**config.mk**
```make
export PLATFORM = sky130hd
export DESIGN_NAME = rfid_access_ctrl
export DESIGN_NICKNAME = d
export VERILOG_FILES = /design/src/rtl/rfid_pkg.sv /design/src/rtl/rfid_access_ctrl_uid_table.sv /design/src/rtl/rfid_access_ctrl.sv
export SDC_FILE = /design/constraint.sdc
export NUM_CORES = 1
export LEC_CHECK = 0
export CORE_MARGIN = 2
export CORE_UTILIZATION = 35
export DETAILED_ROUTE_END_ITERATION = 12
export GPL_ROUTABILITY_DRIVEN = 0
export SYNTH_ARGS = -nofsm -noshare
export SYNTH_HDL_FRONTEND = slang
export SYNTH_SLANG_ARGS = --single-unit
```
**constraint.sdc**
```tcl
create_clock -name clk -period 3.95 [get_ports clk]
set_input_delay 0.5925 -clock clk [delete_from_list [all_inputs] [get_ports clk]]
set_output_delay 0.5925 -clock clk [all_outputs]
set_load 0.02 [all_outputs]
```
**src/rtl/rfid_pkg.sv**
```systemverilog
// rfid_pkg: shared state encoding, LED colour constants and default master UID
package rfid_pkg;

   typedef enum logic [2:0] {
      S_IDLE,
      S_CHECK,
      S_GRANT,
      S_DENY,
      S_ENR_WAIT,
      S_ENR_WRITE,
      S_RELEASE,
      S_LOCK
   } state_t;

   // LED colour as {R,G,B}
   typedef logic [2:0] rgb_t;

   localparam rgb_t RGB_OFF   = 3'b000;
   localparam rgb_t RGB_RED   = 3'b100;
   localparam rgb_t RGB_GREEN = 3'b010;
   localparam rgb_t RGB_BLUE  = 3'b001;
   localparam rgb_t RGB_CYAN  = 3'b011;

   localparam logic [31:0] DEFAULT_MASTER_UID = 32'hDEADBEEF;

   // Status LED colour for a state
   function automatic rgb_t rgb1_of(input state_t s);
      return s == S_IDLE  ? RGB_BLUE  :
             s == S_GRANT ? RGB_GREEN :
             s == S_DENY  ? RGB_RED   : RGB_OFF;
   endfunction

   // Mode LED colour for a state; LOCK is only reachable in lockout builds
   function automatic rgb_t rgb2_of(input state_t s);
      return (s == S_ENR_WAIT || s == S_ENR_WRITE) ? RGB_CYAN :
             s == S_LOCK ? RGB_RED : RGB_OFF;
   endfunction

endpackage

```
**src/rtl/rfid_access_ctrl_uid_table.sv**
```systemverilog
// uid_table: register-based allow table with round-robin write pointer and parallel lookup
module uid_table
   import rfid_pkg::*;
#(
   parameter int unsigned N_ENTRIES = 4
)(
   input  logic        clk,
   input  logic        rst,
   input  logic        wr_en_i,
   input  logic [31:0] wr_uid_i,
   input  logic [31:0] lookup_i,
   output logic        hit_o
);

   localparam int PW = $clog2(N_ENTRIES);

   logic [31:0]          entry_q [N_ENTRIES];
   logic [N_ENTRIES-1:0] vld_q;
   logic [PW-1:0]        ptr_q;

   // Valid bits and write pointer; pointer wraps so the oldest entry is replaced
   always_ff @(posedge clk) begin
      if (rst) begin
         vld_q <= '0;
         ptr_q <= '0;
      end else if (wr_en_i) begin
         vld_q[ptr_q] <= 1'b1;
         ptr_q        <= ptr_q + PW'(1);
      end
   end

   // Entry data needs no reset since it is qualified by the valid bits
   always_ff @(posedge clk) begin
      if (wr_en_i) entry_q[ptr_q] <= wr_uid_i;
   end

   // Parallel compare against all valid entries
   always_comb begin
      hit_o = 1'b0;
      for (int i = 0; i < N_ENTRIES; i++) hit_o = hit_o | (vld_q[i] && entry_q[i] == lookup_i);
   end

endmodule

```
**src/rtl/rfid_access_ctrl.sv**
```systemverilog
// rfid_access_ctrl: card access sequencer with allow table, timed grant/deny LEDs and master enrollment; lockout enabled by RFID_LOCKOUT_EN
module rfid_access_ctrl
   import rfid_pkg::*;
#(
   parameter int unsigned N_ENTRIES     = 4,
   parameter logic [31:0] MASTER_UID    = DEFAULT_MASTER_UID,
   parameter int unsigned GRANT_CYCLES  = 50_000_000,
   parameter int unsigned DENY_CYCLES   = 25_000_000,
   parameter int unsigned ENROLL_CYCLES = 250_000_000,
   parameter int unsigned LOCK_CYCLES   = 500_000_000
)(
   input  logic        clk,
   input  logic        rst,
   input  logic [31:0] uid,
   input  logic        card_ok,
   output logic        grant,
   output logic        deny,
   output logic        enrolled,
   output logic        busy,
   output logic        RGB1_R,
   output logic        RGB1_G,
   output logic        RGB1_B,
   output logic        RGB2_R,
   output logic        RGB2_G,
   output logic        RGB2_B
);

   // One shared down-counter sized for the longest timer
   localparam int unsigned MAX_GD = GRANT_CYCLES > DENY_CYCLES ? GRANT_CYCLES : DENY_CYCLES;
   localparam int unsigned MAX_EL = ENROLL_CYCLES > LOCK_CYCLES ? ENROLL_CYCLES : LOCK_CYCLES;
   localparam int unsigned MAX_C  = MAX_GD > MAX_EL ? MAX_GD : MAX_EL;
   localparam int          CW     = $clog2(MAX_C + 1);
   localparam logic [CW-1:0] G_LD = CW'(GRANT_CYCLES - 1);
   localparam logic [CW-1:0] D_LD = CW'(DENY_CYCLES - 1);
   localparam logic [CW-1:0] E_LD = CW'(ENROLL_CYCLES - 1);
`ifdef RFID_LOCKOUT_EN
   localparam logic [CW-1:0] L_LD = CW'(LOCK_CYCLES - 1);
   logic [1:0] fail_q, fail_d;
`endif

   state_t        state_q, state_d;
   logic [CW-1:0] cnt_q, cnt_d;
   logic          ret_q, ret_d;
   logic          ok_prev_q;
   logic [31:0]   uid_q;
   logic          grant_q, deny_q, enrolled_q, busy_q;
   rgb_t          rgb1_q, rgb2_q;
   logic          ev, hit;
   logic [31:0]   lookup;

   assign ev     = card_ok && !ok_prev_q;
   assign lookup = state_q == S_ENR_WAIT ? uid : uid_q;

   uid_table #(.N_ENTRIES(N_ENTRIES)) u_table (
      .clk      (clk),
      .rst      (rst),
      .wr_en_i  (state_q == S_ENR_WRITE),
      .wr_uid_i (uid_q),
      .lookup_i (lookup),
      .hit_o    (hit)
   );

   // Next-state, timer and master-return decisions
   always_comb begin
      state_d = state_q;
      cnt_d   = cnt_q;
      ret_d   = ret_q;
`ifdef RFID_LOCKOUT_EN
      fail_d  = fail_q;
`endif
      case (state_q)
         S_IDLE: state_d = ev ? S_CHECK : S_IDLE;
         S_CHECK: begin
            if (uid_q == MASTER_UID) begin
               state_d = S_RELEASE;
               ret_d   = 1'b1;
            end else if (hit) begin
               state_d = S_GRANT;
               cnt_d   = G_LD;
`ifdef RFID_LOCKOUT_EN
               fail_d  = 2'd0;
`endif
            end else begin
               state_d = S_DENY;
               cnt_d   = D_LD;
`ifdef RFID_LOCKOUT_EN
               fail_d  = fail_q + 2'd1;
`endif
            end
         end
         S_GRANT: begin
            state_d = cnt_q == '0 ? S_RELEASE : S_GRANT;
            cnt_d   = cnt_q - CW'(1);
         end
         S_DENY: begin
`ifdef RFID_LOCKOUT_EN
            state_d = cnt_q != '0 ? S_DENY : fail_q == 2'd3 ? S_LOCK : S_RELEASE;
            cnt_d   = cnt_q == '0 ? L_LD : cnt_q - CW'(1);
`else
            state_d = cnt_q == '0 ? S_RELEASE : S_DENY;
            cnt_d   = cnt_q - CW'(1);
`endif
         end
         S_ENR_WAIT: begin
            state_d = ev ? ((uid == MASTER_UID || hit) ? S_RELEASE : S_ENR_WRITE) :
                      cnt_q == '0 ? S_IDLE : S_ENR_WAIT;
            cnt_d   = cnt_q - CW'(1);
         end
         S_ENR_WRITE: begin
            state_d = S_GRANT;
            cnt_d   = G_LD;
`ifdef RFID_LOCKOUT_EN
            fail_d  = 2'd0;
`endif
         end
         S_RELEASE: begin
            state_d = card_ok ? S_RELEASE : ret_q ? S_ENR_WAIT : S_IDLE;
            cnt_d   = E_LD;
            ret_d   = card_ok && ret_q;
         end
`ifdef RFID_LOCKOUT_EN
         S_LOCK: begin
            state_d = cnt_q == '0 ? S_RELEASE : S_LOCK;
            cnt_d   = cnt_q - CW'(1);
            fail_d  = cnt_q == '0 ? 2'd0 : fail_q;
         end
`endif
         default: state_d = S_IDLE;
      endcase
   end

   // State, timers, edge history, captured UID and registered outputs
   always_ff @(posedge clk) begin
      if (rst) begin
         state_q    <= S_IDLE;
         cnt_q      <= '0;
         ret_q      <= 1'b0;
         ok_prev_q  <= 1'b0;
         uid_q      <= '0;
         grant_q    <= 1'b0;
         deny_q     <= 1'b0;
         enrolled_q <= 1'b0;
         busy_q     <= 1'b0;
         rgb1_q     <= RGB_OFF;
         rgb2_q     <= RGB_OFF;
`ifdef RFID_LOCKOUT_EN
         fail_q     <= 2'd0;
`endif
      end else begin
         state_q    <= state_d;
         cnt_q      <= cnt_d;
         ret_q      <= ret_d;
         ok_prev_q  <= card_ok;
         uid_q      <= ev ? uid : uid_q;
         grant_q    <= state_d == S_GRANT;
         deny_q     <= state_d == S_DENY;
         enrolled_q <= state_q == S_ENR_WRITE;
         busy_q     <= state_d != S_IDLE;
         rgb1_q     <= rgb1_of(state_d);
         rgb2_q     <= rgb2_of(state_d);
`ifdef RFID_LOCKOUT_EN
         fail_q     <= fail_d;
`endif
      end
   end

   assign grant    = grant_q;
   assign deny     = deny_q;
   assign enrolled = enrolled_q;
   assign busy     = busy_q;
   assign {RGB1_R, RGB1_G, RGB1_B} = rgb1_q;
   assign {RGB2_R, RGB2_G, RGB2_B} = rgb2_q;

endmodule

```
==> flow_metrics.env, run 1 <==
export IMPL_clock_path_buffers=3
export IMPL_synth_simple_area_share=0.201
export IMPL_coreArea_um2=29700
export IMPL_tritoncts="done"
export IMPL_synthFlopType="edfxtp_1"
export IMPL_clk_latency_ps=530
export IMPL_synth_seq_cells=209
export IMPL_cp_num_buf_inv=4
export IMPL_synth_area_um2=10600
export IMPL_path_depth=12
export IMPL_ios=45
export IMPL_slew_violations=0
export IMPL_synth_top_family_by_area="simple AND/OR/NAND/NOR gates"
export IMPL_drt_iter0_markers=1100
export IMPL_totalWireLength_mm=33.2
export IMPL_finClkSkew_ps=30.3
export IMPL_hp_class="reg2reg"
export IMPL_leakage_nw=4.06
export IMPL_crit_slowest_cell="or4_4"
export IMPL_grt_start_max_net_pins=45
export IMPL_cp_required_ps=4400
export IMPL_rsz0062_at_grt="false"
export IMPL_relSlewSlack=0.366
export IMPL_fin_crit_sh=0.897
export IMPL_maxCapViolations=0
export IMPL_grt_overflow=0
export IMPL_r2r_end="rgb1_q[0]$_SDFF_PP0_"
export IMPL_total_power_w=0.00521
export IMPL_final_nets=1127
export IMPL_crit_type="reg2reg"
export IMPL_max_freq_mhz=282
export IMPL_drt_first_pass_iters=5
export IMPL_crit_path_max_fanout=13
export IMPL_portBuffers=44
export IMPL_final_cells=1494
export IMPL_viasPerCell=5.70
export IMPL_synthAdderAreaFrac=0.00709
export IMPL_worst_pin_slew_ps=951
export IMPL_synth_xor_area_frac=0.0703
export IMPL_crit_start="state_q[1]$_SDFF_PP0_"
export IMPL_clk_pin_slew_ps=60
export IMPL_p_per_area_nw_per_um2=421
export IMPL_end_kind="flop"
export IMPL_die_h_um=178
export IMPL_path_common_cell="buf_4"
export IMPL_reg2reg_from="state_q[1]$_SDFF_PP0_"
export IMPL_grt_pass1_wl_mm=50.3
export IMPL_endpoint="rgb1_q[0]$_SDFF_PP0_"
export IMPL_path_delay_family="simple AND/OR/NAND/NOR gates"
export IMPL_fillCellCount=2842
export IMPL_r2r_cells=12
export IMPL_wl_per_cell_um=22.2
export IMPL_ys_seq_area_frac=0.516
export IMPL_htree_levels=1
export IMPL_numCtsBuffers=24
export IMPL_antenna_found_initial=0
export IMPL_dp_cells=1447
export IMPL_synth_cell_types=73
export IMPL_grt_total_usage=0.210
export IMPL_ant_nets=0
export IMPL_synth_edf_count=128
export IMPL_dieArea_um2=31600
export IMPL_synthArstFlopShare=0
export IMPL_crit_chain="buf_4 -> or3b_1 -> buf_4 -> buf_4 -> a21oi_1 -> nor4_1 -> buf_4 -> o2111ai_1 -> or4_4 -> o22ai_4 -> or3_1 -> and4_1"
export IMPL_hold_viol_final=0
export IMPL_hp_start="u_table.vld_q[0]$_SDFFE_PP0P_"
export IMPL_drive_above_1_share=0.0987
export IMPL_reg2reg_slack_ps=410
export IMPL_hpwl_mm=23.2
export IMPL_cts_root_buffer="clkbuf_16"
export IMPL_yosysWarningCount=0
export IMPL_initial_core_util=0.356
export IMPL_num_vias=8520
export IMPL_outcome="completed"
export IMPL_syn_area_per_cell_um2=10.4
export IMPL_synthToLayoutAreaGrowth_pct=17.1
export IMPL_diodes=0
export IMPL_rows=63
export IMPL_first_global_vias=8060
export IMPL_cts_hold_buf=0
export IMPL_dieWidth_um=178
export IMPL_post_cts_setup_buffers=0
export IMPL_vdd_drop_max_uv=309
export IMPL_setup_tns_ps=0
export IMPL_synth_area_mux_share=0.0326
export IMPL_postSynthCellCount=1014
export IMPL_synth_compound_area_share=0.130
export IMPL_syn_nets=1055
export IMPL_period_needed_ps=3540
export IMPL_postCtsResizedCells=0
export IMPL_critPathArrivalTime_ps=3990
export IMPL_drc=0
export IMPL_cts_sinks=209
export IMPL_startpoint_type="flop"
export IMPL_setup_violations_final=0
export IMPL_cp_slowest_stage_delay_ps=450
-- cell usage after synthesis, drive strengths merged, types with 8 or more instances --
master,number,area (um2)
nor2,52,195
edfxtp,128,3840
nand4,30,188
nand2b,34,213
nor4,36,225
o22ai,17,126
xor2,13,114
inv,45,169
or4,9,82.6
clkbuf,23,86.3
o21ai,33,165
or3,20,125
buf,21,188
nand3,17,85.1
nand3b,32,240
a211oi,9,67.6
nand2,95,357
mux2i,33,345
nor3,21,115
dfxtp,81,1620
xnor2,72,631
a21oi,79,399
o2bb2ai,8,70.1
-- layout make-up --
cell class	instances	area, um2	area share
clock buffers	40	747	0.0603
clock inverters	4	23.8	0.00192
inverters	45	169	0.0136
multi-input cells	716	4680	0.378
flip-flops and latches	209	5470	0.441
well taps	390	488	0.0394
repair buffers	90	818	0.0660
-- power by group --
| group | internal, W | switching [W] | total [W] | leakage [nW] |
|---|---|---|---|---|
| logic | 0.000225 | 0.000348 | 0.000573 | 1.84 |
| clock network | 0.00129 | 0.000895 | 0.00218 | 0.380 |
| registers | 0.00237 | 0.0000895 | 0.00246 | 1.84 |
-- layer usage --
metal  vias to the layer above  routed length [um]  global-route usage
met3                        56                2280              0.0315
met1                      4206               14400               0.287
met4                         0                 921              0.0598
met5                         -                   0                   0
li1                       3920                   -                   -
met2                       338               15500               0.344
-- worst min path at each step --
stage,to,slack (ps),cells after the start
floorplan,u_table.vld_q[0]$_SDFFE_PP0P_,430,2
global placement,u_table.vld_q[0]$_SDFFE_PP0P_,450,2
detailed placement,u_table.vld_q[0]$_SDFFE_PP0P_,470,2
CTS,u_table.vld_q[0]$_SDFFE_PP0P_,480,2
global route,cnt_q[28]$_SDFFE_PP0P_,510,1
finish,u_table.vld_q[0]$_SDFFE_PP0P_,480,2
-- cell usage in the layout (no fill, tap or decap), drive strengths merged, types with 9 or more instances in the layout --
cell type and instances:
nand3 17, xor2 13, mux2i 33, o22ai 17, nand2b 34, clkbuf 40
nor3 21, a21oi 79, nand4 30, a211oi 9, dfxtp 81, clkdlybuf4s50 43
xnor2 72, buf 47, or3 20, nor2 52, nand2 95, or4 9
edfxtp 128, nand3b 32, o21ai 33, nor4 36, inv 45
-- flip-flops by register name, indices dropped and copies added (netlist names) --
register	cells
u_table.entry_q	128
grant	1
rgb2_q	2
busy	1
deny	1
state_q	3
cnt_q	29
uid_q	32
ret_q	1
enrolled	1
u_table.vld_q	4
u_table.ptr_q	2
ok_prev_q	1
rgb1_q	3
-- kinds of logic (layout without fill, tap and decap cells) --
family	count (synthesis)	count (layout)
and+or+nand+nor	384	384
DFF	209	209
AOI/OAI and AO/OA	207	207
buffers and inverters	89	179
xor gates and xnor gates	85	85
muxes	33	33
adders and majority gates	6	6
other	1	1
-- per-stage QoR --
step           worst slack [ps]  hold WS [ps]  area (um2)   util
4_1_cts                     294           484       12400  0.416
3_5_place_dp                360           467       11600  0.390
2_1_floorplan              1190           434       10600      -
6_report                    407           484       12400  0.417
5_1_grt                     214           507       12400  0.417
3_3_place_gp                426           449       11600  0.390
-- worst min-delay path, stage by stage, from the launching register on --
cell	delay, ps
dfxtp_1	330
nor2_1	50
nor2_1	70
(Power assumes the default switching activity.)
==> inputs of run 2 (changes only) <==
==> constraint.sdc (replaced) <==
create_clock -name clk -period 3.95 [get_ports clk]
set_input_delay 0.5925 -clock clk [delete_from_list [all_inputs] [get_ports clk]]
set_output_delay 0.5925 -clock clk [all_outputs]
set_load 0.05 [all_outputs]
==> results of run 2 <==
Same layout as run 1 (identical final DEF). Status: completed.
Among the figures that moved: total power 0.00521 W -> 0.00522 W
==> inputs of run 3 (changes only) <==
--- a/config.mk
+++ b/config.mk
@@ -9,6 +9,7 @@
 export CORE_UTILIZATION = 35
 export DETAILED_ROUTE_END_ITERATION = 12
 export GPL_ROUTABILITY_DRIVEN = 0
+export HOLD_SLACK_MARGIN = 0.12
 export SYNTH_ARGS = -nofsm -noshare
 export SYNTH_HDL_FRONTEND = slang
 export SYNTH_SLANG_ARGS = --single-unit
==> results of run 3 <==
Same layout as run 1 (identical final DEF). Status: completed.
Among the figures that moved: total power 0.00521 W -> 0.00522 W
